[config.mk]
export PLATFORM = sky130hd
export DESIGN_NAME = alu_unit
export DESIGN_NICKNAME = d
export VERILOG_FILES = /design/src/rtl/alu_unit_pkg.sv /design/src/rtl/alu_decoder.sv /design/src/rtl/alu_unit.sv
export SDC_FILE = /design/constraint.sdc
export NUM_CORES = 1
export LEC_CHECK = 0
export CORE_UTILIZATION = 70
export DETAILED_ROUTE_END_ITERATION = 8
export DONT_BUFFER_PORTS = 1
export MAX_ROUTING_LAYER = met4
export PLACE_DENSITY = 0.86
export SLEW_MARGIN = 30
export SYNTH_ARGS = -nofsm -noshare
export SYNTH_HDL_FRONTEND = slang
export SYNTH_SLANG_ARGS = --single-unit
[constraint.sdc]
create_clock -name clk -period 5.8 [get_ports clk]
set_input_delay 0.87 -clock clk [delete_from_list [all_inputs] [get_ports clk]]
set_output_delay 0.87 -clock clk [all_outputs]
set_load 0.005 [all_outputs]
[src/rtl/alu_unit_pkg.sv]
// Shared definitions for the ALU: operation encodings plus the MIPS-style
// opcode and funct field values that the decoder recognises.
package alu_unit_pkg;

    // Decoded operation, driven out on ALUCtrl; numeric values are architectural.
    typedef enum logic [4:0] {
        ALU_ADD = 5'd0,
        ALU_SUB = 5'd1,
        ALU_AND = 5'd2,
        ALU_OR  = 5'd3,
        ALU_XOR = 5'd4,
        ALU_NOR = 5'd5,
        ALU_SLL = 5'd6,
        ALU_SRL = 5'd7,
        ALU_SRA = 5'd8,
        ALU_SLT = 5'd9
    } alu_op_e;

    // Opcode field values
    localparam logic [5:0] OP_RTYPE = 6'h00;
    localparam logic [5:0] OP_BEQ   = 6'h04;
    localparam logic [5:0] OP_BNE   = 6'h05;
    localparam logic [5:0] OP_ADDI  = 6'h08;
    localparam logic [5:0] OP_ADDIU = 6'h09;
    localparam logic [5:0] OP_SLTI  = 6'h0a;
    localparam logic [5:0] OP_SLTIU = 6'h0b;
    localparam logic [5:0] OP_ANDI  = 6'h0c;
    localparam logic [5:0] OP_ORI   = 6'h0d;
    localparam logic [5:0] OP_XORI  = 6'h0e;
    localparam logic [5:0] OP_LW    = 6'h23;
    localparam logic [5:0] OP_SW    = 6'h2b;

    // Funct field values, meaningful only when the opcode is OP_RTYPE
    localparam logic [5:0] FN_SLL  = 6'h00;
    localparam logic [5:0] FN_SRL  = 6'h02;
    localparam logic [5:0] FN_SRA  = 6'h03;
    localparam logic [5:0] FN_ADD  = 6'h20;
    localparam logic [5:0] FN_ADDU = 6'h21;
    localparam logic [5:0] FN_SUB  = 6'h22;
    localparam logic [5:0] FN_SUBU = 6'h23;
    localparam logic [5:0] FN_AND  = 6'h24;
    localparam logic [5:0] FN_OR   = 6'h25;
    localparam logic [5:0] FN_XOR  = 6'h26;
    localparam logic [5:0] FN_NOR  = 6'h27;
    localparam logic [5:0] FN_SLT  = 6'h2a;
    localparam logic [5:0] FN_SLTU = 6'h2b;

    // Zero-pad a single compare bit out to the datapath width.
    function automatic logic [63:0] pad_bit(input logic b);
        return {63'd0, b};
    endfunction

endpackage

[src/rtl/alu_decoder.sv]
// Combinational instruction decoder: maps OpCode/Funct onto an ALU operation
// and selects signed or unsigned comparison. Unknown encodings fall back to ADD.
module alu_decoder
    import alu_unit_pkg::*;
(
    input  logic [5:0] op_code,
    input  logic [5:0] funct,
    output alu_op_e    alu_ctrl,
    output logic       sign
);

    // Decode the funct field of register-register instructions.
    alu_op_e fn_ctrl;
    logic    fn_sign;

    always_comb begin
        // NOTE: both outputs get a default before the case so every path
        // assigns them; otherwise synthesis would infer latches.
        fn_ctrl = ALU_ADD;
        fn_sign = 1'b0;
        case (funct)
            FN_ADD:  begin fn_ctrl = ALU_ADD; fn_sign = 1'b1; end
            FN_ADDU: fn_ctrl = ALU_ADD;
            FN_SUB:  begin fn_ctrl = ALU_SUB; fn_sign = 1'b1; end
            FN_SUBU: fn_ctrl = ALU_SUB;
            FN_AND:  fn_ctrl = ALU_AND;
            FN_OR:   fn_ctrl = ALU_OR;
            FN_XOR:  fn_ctrl = ALU_XOR;
            FN_NOR:  fn_ctrl = ALU_NOR;
            FN_SLL:  fn_ctrl = ALU_SLL;
            FN_SRL:  fn_ctrl = ALU_SRL;
            FN_SRA:  fn_ctrl = ALU_SRA;
            FN_SLT:  begin fn_ctrl = ALU_SLT; fn_sign = 1'b1; end
            FN_SLTU: fn_ctrl = ALU_SLT;
            default: ;
        endcase
    end

    // Decode the opcode; register-register instructions defer to the funct decode.
    always_comb begin
        alu_ctrl = ALU_ADD;
        sign     = 1'b0;
        case (op_code)
            OP_RTYPE: begin
                alu_ctrl = fn_ctrl;
                sign     = fn_sign;
            end
            OP_LW, OP_SW, OP_ADDI: begin
                alu_ctrl = ALU_ADD;
                sign     = 1'b1;
            end
            OP_ADDIU:        alu_ctrl = ALU_ADD;
            OP_ANDI:         alu_ctrl = ALU_AND;
            OP_ORI:          alu_ctrl = ALU_OR;
            OP_XORI:         alu_ctrl = ALU_XOR;
            OP_SLTI: begin
                alu_ctrl = ALU_SLT;
                sign     = 1'b1;
            end
            OP_SLTIU:        alu_ctrl = ALU_SLT;
            OP_BEQ, OP_BNE:  alu_ctrl = ALU_SUB;
            default: ;
        endcase
    end

endmodule

[src/rtl/alu_unit.sv]
// Single-cycle ALU with a registered result: decode is combinational, the
// result and its zero flag are captured on every rising clock edge.
module alu_unit
    import alu_unit_pkg::*;
#(
    parameter int WIDTH = 32
) (
    input  logic             clk,
    input  logic             reset,
    input  logic [5:0]       OpCode,
    input  logic [5:0]       Funct,
    input  logic [WIDTH-1:0] in1,
    input  logic [WIDTH-1:0] in2,
    output logic [4:0]       ALUCtrl,
    output logic             Sign,
    output logic [WIDTH-1:0] out,
    output logic             zero
);

    localparam int SH_W = $clog2(WIDTH);

    alu_op_e          alu_ctrl;
    logic             sign;
    logic [SH_W-1:0]  sh;
    logic             lt;
    logic [WIDTH-1:0] out_d;
    logic             zero_d;
    logic [WIDTH-1:0] out_q;
    logic             zero_q;
    logic [63:0]      lt_wide;

    alu_decoder u_decoder (
        .op_code  (OpCode),
        .funct    (Funct),
        .alu_ctrl (alu_ctrl),
        .sign     (sign)
    );

    assign ALUCtrl = alu_ctrl;
    assign Sign    = sign;

    // Shift amount uses only the low bits of in1; higher bits are ignored.
    assign sh = in1[SH_W-1:0];

    // Set-less-than, signed or unsigned depending on the decoded Sign.
    always_comb begin
        lt = 1'b0;
        if (sign) begin
            lt = $signed(in1) < $signed(in2);
        end else begin
            lt = in1 < in2;
        end
    end

    assign lt_wide = pad_bit(lt);

    // Result mux and the zero flag of the same result.
    always_comb begin
        out_d = in1 + in2;
        case (alu_ctrl)
            ALU_ADD: out_d = in1 + in2;
            ALU_SUB: out_d = in1 - in2;
            ALU_AND: out_d = in1 & in2;
            ALU_OR:  out_d = in1 | in2;
            ALU_XOR: out_d = in1 ^ in2;
            ALU_NOR: out_d = ~(in1 | in2);
            ALU_SLL: out_d = in2 << sh;
            ALU_SRL: out_d = in2 >> sh;
            ALU_SRA: out_d = $unsigned($signed(in2) >>> sh);
            ALU_SLT: out_d = lt_wide[WIDTH-1:0];
            default: ;
        endcase
        zero_d = (out_d == '0);
    end

    // Output register; reset clears the result asynchronously and flags zero.
    always_ff @(posedge clk or posedge reset) begin
        // NOTE: sequential state uses non-blocking assignments so every flop
        // samples the pre-edge values regardless of statement order.
        if (reset) begin
            out_q  <= '0;
            zero_q <= 1'b1;
        end else begin
            out_q  <= out_d;
            zero_q <= zero_d;
        end
    end

    assign out  = out_q;
    assign zero = zero_q;

endmodule

== Yosys cells after proc, flatten, opt, wreduce, memory -nomap -nowiden ==
Index checks and enable logic that the tools add are counted.

* Register bits after elaboration: 33
* Bits in latches: 0
* Bits in writable memories: 0
* Memory bits (read-only): 0
* Input port bits: 78
* Output and inout port bits: 39
* Logic and storage cells: 58
* Memories kept: 0

* Add/subtract/negate cells: 2
* Multipliers: 0
* Div/mod/pow operators: 0
* $lt $le $gt $ge: 2
* Eq/ne operators: 30
* Shift-type cells: 3
* Multiplexer cells: 6
* Bitwise logic cells: 4
* Reductions and logical operators: 9

{| class="wikitable"
|+ Operators by type and width
! kind !! number
|-
| case mux 32 bit (9 select lines) || 1
|-
| equality test 6 bit (second input constant) || 11
|-
| less-than comparator 32 bit || 2
|-
| equality test 6 x 4 -> 1 bit (second input constant) || 6
|-
| case mux 4 bit (9 select lines) || 1
|-
| adder 32 bit || 1
|-
| AND 32 bit || 1
|-
| logical NOT 32 bit || 1
|-
| inverter 32 bit || 1
|-
| OR 32 bit || 1
|-
| << shifter 32 x 5 -> 32 bit || 1
|-
| >> shifter 32 x 5 -> 32 bit || 1
|-
| >>> shifter 32 x 5 -> 32 bit || 1
|-
| subtractor 32 bit || 1
|-
| bitwise XOR 32 bit || 1
|-
| case mux 4 bit (6 select lines) || 1
|-
| equality test 5 x 3 -> 1 bit (second input constant) || 4
|-
| equality test 6 x 2 -> 1 bit (second input constant) || 2
|-
| equality test 6 x 3 -> 1 bit (second input constant) || 2
|-
| logical NOT 6 bit || 2
|-
| equality test 5 x 2 -> 1 bit (second input constant) || 2
|-
| equality test 5 x 4 -> 1 bit (second input constant) || 2
|-
| OR reduction 2 bit || 4
|-
| equality test 5 x 1 -> 1 bit (second input constant) || 1
|-
| 4 further kinds || 5
|}

== Longest topological paths before layout ==
* Depth in word-level cells: 7
* Mapped depth: 21
* Gate-level depth less buffers: 16

== Cells and area by module ==
From an unflattened synthesis, not the netlist that was laid out.

* Cell total of the unflattened synthesis: 1486
* Area total of the unflattened synthesis: 10928.0 um^2

{| class="wikitable"
|+ Modules (own cells, without submodules)
! module !! instances !! cells each !! area an instance (um^2)
|-
| alu_unit || 1 || 1451 || 10682.7
|-
| alu_decoder || 1 || 35 || 245.2
|}

== Least setup slack after synthesis ==
No wires, ideal clock.

* Path type: in2reg
* Start: in in1[0]
* End: reg zero_q, in the netlist zero
* Data arrival time: 5295 ps
* Setup slack: 438 ps
* Stages on the path: 21
* Path buffers: 5
* Cell sequence: buf_2 > inv_1 > buf_2 > buf_2 > buf_2 > buf_2 > ha_1 > inv_1 > fa_1 > nor2b_1 > o311ai_0 > nand3b_1 > a211oi_1 > o21bai_1 > xnor2_1 > a211o_1 > nor4_1 > or4b_1 > and4bb_1 > nand4bb_1 > nor2_1

{| class="wikitable"
|+ RTL lines
! element !! line !! RTL
|-
| start: declaration || alu_unit.sv:12 || <nowiki>input logic [WIDTH-1:0] in1,</nowiki>
|-
| adder 32 bit (tied with other cells) || alu_unit.sv:59, alu_unit.sv:61 ||
|-
| case mux 32 bit (9 select lines) * || alu_unit.sv:60 || <nowiki>case (alu_ctrl)</nowiki>
|-
| net out_d[14] || alu_unit.sv:26 || <nowiki>logic [WIDTH-1:0] out_d;</nowiki>
|-
| logical NOT 32 bit * || alu_unit.sv:73 || <nowiki>zero_d = (out_d == '0);</nowiki>
|-
| net zero_d || alu_unit.sv:27 || <nowiki>logic zero_d;</nowiki>
|-
| end signal: assignment || alu_unit.sv:85 || <nowiki>zero_q <= zero_d;</nowiki>
|-
| end: declaration || alu_unit.sv:29 || <nowiki>logic zero_q;</nowiki>
|}

Mark *: on every way through the listed nets, which the timed path passes. The rest lies on a longest branch.

== Worst setup path after layout ==
* Start: in in1[1]
* End: reg zero_q, in the netlist zero

* Cells in the longest elaborated chain, start to end: 4

{| class="wikitable"
|+ Ends and longest elaborated chain
! element !! line !! RTL
|-
| less-than comparator 32 bit (tied with other cells) || alu_unit.sv:51 || <nowiki>lt = in1 < in2;</nowiki>
|-
| two-way mux 1 bit or inverter 32 bit (tied branches) || alu_unit.sv:48, alu_unit.sv:66 ||
|-
| case mux 32 bit (9 select lines) * || alu_unit.sv:60 ||
|-
| logical NOT 32 bit * || alu_unit.sv:73 ||
|-
| net zero_d || alu_unit.sv:27 ||
|}

Marked as above.

==> results <==
- The flow ran to the end, and the final reports show no timing, DRC or antenna violations.
- After synthesis, the mean cell area works out to 7.06 um^2.
- The share of cells above drive strength 1 is 8.13%.
- The internal portion of the total power is 784 uW.
- Setup repair after global routing left no endpoint under its margin.
- The detailed-placement wirelength estimate is 35100 um.
- After routing, the total negative slack on setup checks comes to 0 ps.
- The proportion of register bits with asynchronous set or reset after synthesis is 100%.
- The leakage dissipation is 0.00465 uW.
- The final hold violation count is 0.
- The buffer count from post-CTS setup fixing is 0.
- Counting every net in the synthesized netlist gives 1720.
- The first TritonRoute pass finished after 7 iterations.
- In this run the count of I/O pins placed on the die edge is 117.
- The start point of the critical path is in1[1].
- Data on the critical path arrives at its endpoint at 5170 ps.
- The critical path goes through inv_1 > ha_1 > a211oi_1 > o21ai_0 > o211ai_1 > a21boi_0 > o21ai_0 > a21oi_1 > xnor2_1 > a2111oi_0 > nand4_1 > and4bb_1 > nand4bb_1 > nor2_1.
- The share of power burned in the clock network is 16.6%.
- After clock tree synthesis, the clock-pin slew on the worst setup and hold paths is 60 ps.
- The overall via count from detail_route is 13438.
- STA classifies the critical path endpoint as a register.
- Counting stages on the worst path, the most repeated cell is sky130_fd_sc_hd__o21ai_0.
- The switching power share of the total is 47.8%.
- Gates resized during post-CTS repair numbered 0.
- The critical path launch point type is an input port.
- The combinational cell fraction of total power is 63.0%.
- The worst-case IR drop observed on VDD is 0.152 mV.
- The tightest min-delay check is of the input port to async pin type.
- In the final design database the tool counted 1638 nets.
- In the layout the commonest cells are sky130_fd_sc_hd__nand2_1 (161), sky130_fd_sc_hd__nor2_1 (144), sky130_fd_sc_hd__a21oi_1 (122), sky130_fd_sc_hd__o21ai_0 (116), sky130_fd_sc_hd__inv_1 (101).
- CTS built an H-tree with a depth of 2.
- The initialized floorplan defines 45 standard-cell rows.
- The design draws 1500 uW.
- The period utilization is 85.4%.
- The initial antenna violation count was 2.
- The first-pass GRT wire length is 70300 um.
- The clock passes through at most 2 buffers.
- The post-detailed-route wirelength per cell is 28.2 um.
- The critical path is of the input port to register type.
- The via count of the first global-routing pass is 12106.
- During synthesis, Yosys emitted a total of 0 warnings.
- The number of pins with negative max-slew slack in the final report is 0.
- The number of synthesized register bits is 33.
- Max-cap violations in this run came to 0.
- The netlist uses 96 different library cells.
- The full die area is 0.0161 mm^2.
- Of all nets on the critical path, the largest fanout is 108.
- The sequential cell fraction of total power is 20.4%.
- For the pin with the worst max-slew slack, the measured transition is 1200 ps.
- In the routed layout, each cell is associated on average with a via count of 8.13.
- Global routing used 58.5% of the available tracks across all layers.
- The number of nets still failing antenna checks after routing is 0.
- At the worst endpoint, the required time is 6010 ps.
- After the first detailed-routing iteration, the DRC count stood at 3270.
- The worst stage delay on the critical path is 1060 ps.
- The total of hold buffers inserted after clock tree synthesis is 0.
- Input and output buffers added on the ports amount to 0.
- Summed over all nets, the switching power comes to 718 uW.
- For this design the ratio of total power to cell area is 137 mW/mm^2.
- Routability-driven placement finished with a final weighted congestion of 1.17.
- The core box area is 0.0152 mm^2.
- Setup violations remaining at the end of the flow were counted as 0.
- The kind of cell adding the most delay to the critical path is compound AO/OA/AOI/OAI gates.
- The slowest stage of the critical path belongs to the cell sky130_fd_sc_hd__a2111oi_0.
- In the synthesized netlist the dominant register cell turns out to be sky130_fd_sc_hd__dfrtp_1.
- In the synthesized netlist, the number of instances is 1544.
- The number of buffers and inverters on the critical path is 1.
- The die boundary width is 127 um.
- The CTS sink count is 33.
- The detailed-route DRC error count is 0.
- Clock tree synthesis inserted a total of 5 buffers.
- In this run the tightest slew margin relative to its limit is 18.3%.
- The TritonCTS clock tree is done.
- Timing would allow up to 202 MHz.
- For this block, the routed nets add up to 46700 um of wire.
- Yosys mapped a number of flops with a built-in enable equal to 0.
- The height of the chip is 127 um.
- The total standard cell area after synthesis is 0.0109 mm^2.
- Global routing finished with a remaining overflow of 0.
- The most common cell after layout, fill and taps aside is sky130_fd_sc_hd__nand2_1.
- The CTS root buffer is sky130_fd_sc_hd__clkbuf_16.
- From synthesis to final layout, the design area changed by 0.758%.
- After synthesis, flip-flops and latches occupy 7.59% of the total area.
- For the finished layout, the period the worst path requires is 4950 ps.
- The effective utilization at floorplan is 71.7%.
- Entering global routing, the biggest net connects 109 pins.
## registers in the layout, summed over array words and instances, names as in the netlist
signal,flops
zero,1
out,32
## stage by stage
step | std cells | utilization [%] | instance area (um^2) | setup WS, ps | hold slack, ps
after global placement | 1643 | 71.1 | 10800 | 927 | 854
after detailed placement | 1643 | 71.2 | 10800 | 856 | 857
after global routing | 1653 | 72.2 | 11000 | 687 | 599
after CTS | 1651 | 72.1 | 11000 | 1130 | 573
final | 1653 | 72.2 | 11000 | 846 | 558
after floorplan | 1544 | - | 10900 | 438 | 998
## power by group through the flow
stage / Combinational [uW] / Clock [uW] / Sequential, uW
floorplan: 689 / 0 / 302
global placement: 869 / 0 / 308
detailed placement: 876 / 0 / 309
CTS: 882 / 246 / 305
global route: 988 / 256 / 313
finish: 947 / 249 / 306
## final timing paths
path | end | slack [ps] | depth (start not counted)
min | out[14]$_DFF_PP0_ | 560 | 2
min in group clk | out[2]$_DFF_PP0_ | 920 | 2
max | zero$_DFF_PP1_ | 850 | 14
max in group asynchronous | zero$_DFF_PP1_ | 4920 | 2
## layout make-up
cell class                      count  area, um^2
Inverter                          108         409
Multi-Input combinational cell   1288        9170
Clock buffer                        6         129
Timing Repair Buffer               26         195
Clock inverter                      2        10.0
Sequential cell                    33         827
Antenna cell                        2        5.00
Tap cell                          188         235
Fill cell                        1303        4230
## Yosys cell counts (all sizes together) (29+ instances only)
cell type,number,area [um^2]
nand2,161,604
ha,96,1200
o211ai,29,218
nor3,58,290
a211oi,29,218
a21oi,122,611
o21ai,120,623
inv,104,393
dfrtp,32,801
nor2,146,558
mux2i,70,701
buf,52,285
mux4,34,766
clkbuf,63,236
## cell families after synthesis
family                   synth area share (%)
multiplexers                             15.2
adder cells (fa/ha/maj)                  11.4
XOR/XNOR                                 1.53
AND/OR/NAND/NOR                          23.0
buffers and inverters                    8.54
other                                  0.0344
flip-flops                               7.59
AO/OA/AOI/OAI                            32.7
## metal layers
metal,track usage (%),share of wire (%)
met1,74.1,35
met5,-,0
met2,80.4,39
met3,21.4,19
met4,30.8,7.6
Note: power is estimated with default switching activity, not from simulation.
